--- src/rtl/alu_arbiter.sv ---
// alu_arbiter: round-robin arbiter sharing one multi-cycle ALU between two requesters.
// Define ALU_ARB_STATS_EN to add the saturating per-requester grant counters GCNT0/GCNT1.
module alu_arbiter #(
   parameter int WORDSIZE = 4,
   parameter int CYCLES   = 1
) (
   input  logic                CLK,
   input  logic                RST,
   input  logic                REQ0,
   input  logic                REQ1,
   input  logic [WORDSIZE-1:0] A0,
   input  logic [WORDSIZE-1:0] B0,
   input  logic [WORDSIZE-1:0] A1,
   input  logic [WORDSIZE-1:0] B1,
   input  logic [3:0]          CTL0,
   input  logic [3:0]          CTL1,
   output logic                GNT0,
   output logic                GNT1,
   output logic                DONE0,
   output logic                DONE1,
`ifdef ALU_ARB_STATS_EN
   output logic [7:0]          GCNT0,
   output logic [7:0]          GCNT1,
`endif
   output logic [WORDSIZE-1:0] R,
   output logic                Z,
   output logic [WORDSIZE-1:0] ALU_A,
   output logic [WORDSIZE-1:0] ALU_B,
   output logic [3:0]          ALU_CTL,
   input  logic [WORDSIZE-1:0] ALU_R,
   input  logic                ALU_Z
);
   typedef enum logic [1:0] {S_IDLE, S_EXEC, S_DONE} state_t;
   localparam logic [1:0] LAST = 2'(CYCLES - 1);
   state_t              state_q, state_d;
   logic                owner_q, prio_q, z_q, sel, start, last;
   logic [1:0]          cnt_q;
   logic [3:0]          ctl_q;
   logic [WORDSIZE-1:0] a_q, b_q, r_q;
   // a lone requester wins regardless of the pointer; the pointer only breaks ties
   assign sel   = (REQ0 && REQ1) ? prio_q : REQ1;
   assign start = (state_q == S_IDLE) && (REQ0 || REQ1);
   assign last  = cnt_q == LAST;
   always_ff @(posedge CLK or posedge RST) begin
      if (RST) state_q <= S_IDLE;
      else     state_q <= state_d;
   end
   always_comb begin
      state_d = (state_q == S_IDLE) ? (start ? S_EXEC : S_IDLE) :
                (state_q == S_EXEC) ? (last ? S_DONE : S_EXEC) : S_IDLE;
   end
   always_comb begin
      GNT0  = (state_q == S_EXEC) && (cnt_q == 2'd0) && !owner_q;
      GNT1  = (state_q == S_EXEC) && (cnt_q == 2'd0) && owner_q;
      DONE0 = (state_q == S_DONE) && !owner_q;
      DONE1 = (state_q == S_DONE) && owner_q;
   end
   always_ff @(posedge CLK or posedge RST) begin
      if (RST) begin
         owner_q <= 1'b0;
         prio_q  <= 1'b0;
         a_q     <= '0;
         b_q     <= '0;
         ctl_q   <= '0;
         cnt_q   <= '0;
         r_q     <= '0;
         z_q     <= 1'b0;
      end else begin
         if (start) begin
            owner_q <= sel;
            prio_q  <= !sel;
            a_q     <= sel ? A1 : A0;
            b_q     <= sel ? B1 : B0;
            ctl_q   <= sel ? CTL1 : CTL0;
            cnt_q   <= '0;
         end
         if (state_q == S_EXEC) begin
            cnt_q <= cnt_q + 2'd1;
            if (last) begin
               r_q <= ALU_R;
               z_q <= ALU_Z;
            end
         end
      end
   end
   assign ALU_A   = a_q;
   assign ALU_B   = b_q;
   assign ALU_CTL = ctl_q;
   assign R       = r_q;
   assign Z       = z_q;
`ifdef ALU_ARB_STATS_EN
   logic [7:0] gcnt0_q, gcnt1_q;
   always_ff @(posedge CLK or posedge RST) begin
      if (RST) begin
         gcnt0_q <= '0;
         gcnt1_q <= '0;
      end else begin
         if (GNT0 && gcnt0_q != 8'hFF) gcnt0_q <= gcnt0_q + 8'd1;
         if (GNT1 && gcnt1_q != 8'hFF) gcnt1_q <= gcnt1_q + 8'd1;
      end
   end
   assign GCNT0 = gcnt0_q;
   assign GCNT1 = gcnt1_q;
`endif
endmodule

--- config.mk ---
export PLATFORM = sky130hd
export DESIGN_NAME = alu_arbiter
export DESIGN_NICKNAME = d
export VERILOG_FILES = /design/src/rtl/alu_arbiter.sv
export SDC_FILE = /design/constraint.sdc
export NUM_CORES = 1
export LEC_CHECK = 0
export CORE_UTILIZATION = 55
export DETAILED_ROUTE_END_ITERATION = 7
export DONT_BUFFER_PORTS = 1
export PLACE_DENSITY_LB_ADDON = 0.25
export SETUP_SLACK_MARGIN = 0.1
export SYNTH_ARGS = -nofsm -noshare
export SYNTH_HDL_FRONTEND = slang
export SYNTH_SLANG_ARGS = --single-unit
--- constraint.sdc ---
create_clock -name CLK -period 1.2 [get_ports CLK]
set_input_delay 0.24 -clock CLK [delete_from_list [all_inputs] [get_ports CLK]]
set_output_delay 0.24 -clock CLK [all_outputs]
set_load 0.01 [all_outputs]
# After elaboration in Yosys (flattened, before gate mapping)
# Index checks and enable logic that the tools add are counted.
[op_classes]
magnitude_cmp = 0
n_addsub = 1
n_shift = 0
n_mul = 0
bitwise = 0
muxes = 10
reduce_logical = 14
eq_ne = 2
div_mod_pow = 0
[ops]
columns = ["operator", "count"]
rows = [
  ["two-way mux 4 bit", 3],
  ["two-way mux 2 bit", 5],
  ["logical AND 1 bit", 7],
  ["zero test 2 bit", 2],
  ["adder 2 x 1 -> 2 bit, second input constant", 1],
  ["equality test 2 x 1 -> 1 bit, second input constant", 1],
  ["equality test 2 bit, second input constant", 1],
  ["zero test 1 bit", 2],
  ["two-way mux 1 bit", 2],
  ["AND reduction 2 bit", 1],
  ["nonzero test 2 bit", 1],
  ["logical OR 1 bit", 1],
]
[totals]
mem_bits_ro = 0
ramBits = 0
register_bits = 23
out_inout_bits = 21
n_memories = 0
latch_bits = 0

# Depth between registers and ports, before layout
[depth]
ltp_word = 4
mapped_depth = 5

# Worst setup path after synthesis
# OpenSTA, ideal clock, no wires.
[synth_timing]
path_kind = "register to register"
start = "reg state_q[1]"
end = "reg a_q[0] (netlist: ALU_A[0])"
arrival_time_ns = 1.104
required_time_ns = 1.063
setup_slack_ns = -0.041
synth_period_minus_slack_ns = 1.241
path_stages_with_launch = 6
cell_sequence = "dfrtp_1 > nor2_1 > and2_4 > buf_6 > buf_12 > a31oi_4"
[synth_between]
elab_chain_len = 2
[synth_rtl]
columns = ["element", "line_no", "source"]
rows = [
  ["from (decl)", "35", "state_t state_q, state_d;"],
  ["from (signal assigned)", "46", "else state_q <= state_d;"],
  ["zero test 2 bit", "42", "assign start = (state_q == S_IDLE) && (REQ0 || REQ1);"],
  ["logical AND 1 bit", "42", ""],
  ["to (signal assigned)", "72", "a_q <= sel ? A1 : A0;"],
  ["to (decl)", "39", "logic [WORDSIZE-1:0] a_q, b_q, r_q;"],
]
# Every way passes these cells.
# A chain may end at the register's enable or synchronous reset.

# Worst setup path after layout
[layout_timing]
start = "reg state_q[1]"
end = "out GNT1"
[layout_between]
elab_chain_len = 3
[layout_rtl]
columns = ["element", "line_no", "source"]
rows = [
  ["equality test 2 x 1 -> 1 bit", "54", "GNT1 = (state_q == S_EXEC) && (cnt_q == 2'd0) && owner_q;"],
  ["logical AND 1 bit (2 in a row)", "54", ""],
  ["to (decl)", "18", "output logic GNT1,"],
]
# Every way passes these cells.

==> impl_metrics.ini <==
[sta]
slew_violations = 0
setup_violations = 19
rsz0062_at_grt = yes
hold_ws_ns = 0.07510
finalClockSkew_ns = 0.002664
min_period_over_period = 1.185
relSlewSlack = 0.7758
setup_ws_ns = -0.2223
fmax_mhz = 703.1
tightest_slew_ns = 0.3328
finalHoldViolCount = 0
period_minus_slack_ns = 1.422

[global_routing]
use_met1 = 0.2806
busiest_layer = met2
grt_max_degree = 24
first_global_vias = 922
grt_pass1_wl_um = 4374
grt_util_all_layers = 0.2337
met3_usage = 0.04938
grt.met2_usage = 0.4212
globalRouteOverflowTotal = 0
antenna_found_initial = 0

[final_layout]
final_cells = 157
final_nets = 165
diodes = 0
seq_area_um2 = 575.6
multi_input_area_um2 = 678.2
fillers = 132
drive_above_1_share = 0.4231
area_delta_synth_final_pct = 23.63

[yosys]
synth_edf_count = 0
synth_largest_area_cell = dfrtp_1
synth.avg_cell_area_um2 = 11.11
synth.top_cell.area_share = 0.4586
synthCells = 113
synth.most_common_cell = dfrtp_1
synth.area.top_cells = dfrtp_1 (46%), a31oi_4 (17%), a21oi_1 (5.2%), nand3_1 (5.2%), o21ai_0 (5.2%)
ys_ff_latch = 23
synth-async-reset-ratio = 1.000
yosys_warnings = 0
synth-main-ff-cell = dfrtp_1
syn-cell-area_um2 = 1255
synth_cell_types = 27
ys_seq_area_frac = 0.4586
synth_top_cells_by_count = dfrtp_1 (23), a21oi_1 (13), nand3_1 (13), o21ai_0 (13), a31oi_4 (10)
synth_nets = 147

[place]
place_congestion = 0.7133
dp_hpwl_um = 1758
io_buffers = 0
dpl.cell_count = 140
place_ws_ns = -0.07061

[floorplanning]
die-area_um2 = 2477
io_pins = 54
coreArea_um2 = 2062
num_rows = 16
die_y_um = 49.77
die_width_um = 49.77
start_util = 0.6086

[worst_setup_path]
critPathArrivalTime_ns = 1.18
crit_type = flop to primary output
end_kind = primary output
startpoint_type = flop
cp_cell_sequence = and2b_2 > nand2_4 > nor2_4
cp_num_buf_inv = 0
slowest_stage = dfrtp_1
crit_fanout = 3
critPathMaxStageDelay_ns = 0.41
cp_top_family = simple AND/OR/NAND/NOR gates
required_ns = 0.96

[route]
ant_nets = 0
viasPerCell = 5.885
drt-initial-drc-count = 19
vias = 924
route.detailed.drc = 0
avgRoutedWirePerCell_um = 17.11
wl_um = 2687
drt_pre_antenna_iters = 4

[status]
status = finished, violations left
violations = setup timing

[clocking]
cts_root_buf = clkbuf_4
clock_latency_ns = 0.30
cts_buffers = 3
cts_tree = built
cts.sinks = 23
cts_buffer_depth = 2
htree_levels = 1
path_clk_slew_ns = 0.13

[power]
switching_share = 0.4064
leakagePower_nw = 0.6342
pwr-share-comb = 0.571
power_density_nw_per_um2 = 2933
power.internal_w = 0.002701
netSwitchingPower_w = 0.001849
vdd_drop_max_uv = 1600
p_seq_frac = 0.352
pwr-share-clk = 0.077

[hold_path]
hold_class = input port to flop

[flow_run]
maxCapViolations = 0
## placed cells by master, fill, tap and decap left out, types with 2 or more instances in the layout
cell type  synthesis  routed
nor3b_2            0       2
a31oi_1            2       2
clkbuf_4           0       3
inv_1              6       4
a21oi_1           13      13
buf_6              1       4
inv_2              1       3
a31oi_4           10      10
dfrtp_1           23      23
nand3_1           13      13
buf_4              0      12
o21ai_1            1       3
mux2_4             0       5
nor2_4             0       4
o21ai_0           13      11
buf_12             1       3
## what timing repair did
action	4_1_cts	5_1_grt
gates resized for setup	16	9
endpoints found under the hold margin	23	0
buffers inserted	10	2
endpoints found under the setup margin	24	27
pin swaps	3	2
hold buffers	1	0
cloned	0	1
## power by group through the flow
stage | Sequential (W) | Clock [W] | Combinational (W)
final | 0.00160 | 0.000352 | 0.00260
after global routing | 0.00164 | 0.000400 | 0.00280
after CTS | 0.00159 | 0.000357 | 0.00245
after detailed placement | 0.00163 | 0 | 0.00178
after global placement | 0.00160 | 0 | 0.00172
after floorplan | 0.00154 | 0 | 0.00158
## final timing paths
check / startpoint / end / slack (ns) / cells past startpoint
setup / recovery: state_q[1] / GNT1 / -0.22 / 3
hold / removal: ALU_R[3] / R[3] / 0.08 / 1
setup reg to reg: state_q[0] / Z / -0.13 / 4
hold reg to reg: cnt_q[1] / cnt_q[1] / 0.57 / 2
max in group asynchronous: RST / state_q[1] / 0.58 / 3
min in group asynchronous: RST / Z / 0.40 / 3
## flip-flops by register name, summed over array words and instances, names as in the netlist
name,count
ALU_A,4
ALU_B,4
ALU_CTL,4
R,4
Z,1
cnt_q,2
owner_q,1
prio_q,1
state_q,2
## final cells by class
type                       instances  area share
multi-input combinational         75      0.4371
sequential                        23      0.3710
timing repair buffer              21      0.1355
tap                               27     0.02177
inverter                           7     0.01694
clock buffer                       3     0.01452
clock inverter                     1    0.003226
## stage by stage
| stage | utilization | area [µm²] | power (W) | TNS [ns] |
|---|---|---|---|---|
| floorplan | - | 1272 | 0.003114 | 0 |
| global placement | 0.6341 | 1308 | 0.003322 | -0.1243 |
| detailed placement | 0.6341 | 1308 | 0.003407 | -0.7439 |
| CTS | 0.7336 | 1513 | 0.004401 | -1.957 |
| global route | 0.7524 | 1551 | 0.004836 | -2.659 |
| finish | 0.7524 | 1551 | 0.004551 | -1.607 |
## per-layer routing
layer	vias to the layer above	share of wire
met5	-	0
met1	440	0.40
li1	439	-
met4	0	0.0067
met3	2	0.069
met2	43	0.53
## cell families (layout without fill, tap and decap cells)
group | count (synthesis) | in the layout | share of synthesized area
and+or+nand+nor | 28 | 28 | 0.1206
buffers and inverters | 15 | 32 | 0.06679
adders and majority gates | 1 | 1 | 0.009968
muxes | 5 | 5 | 0.04486
AOI/OAI and AO/OA | 41 | 41 | 0.2991
DFF | 23 | 23 | 0.4586
(Power assumes the default switching activity.)
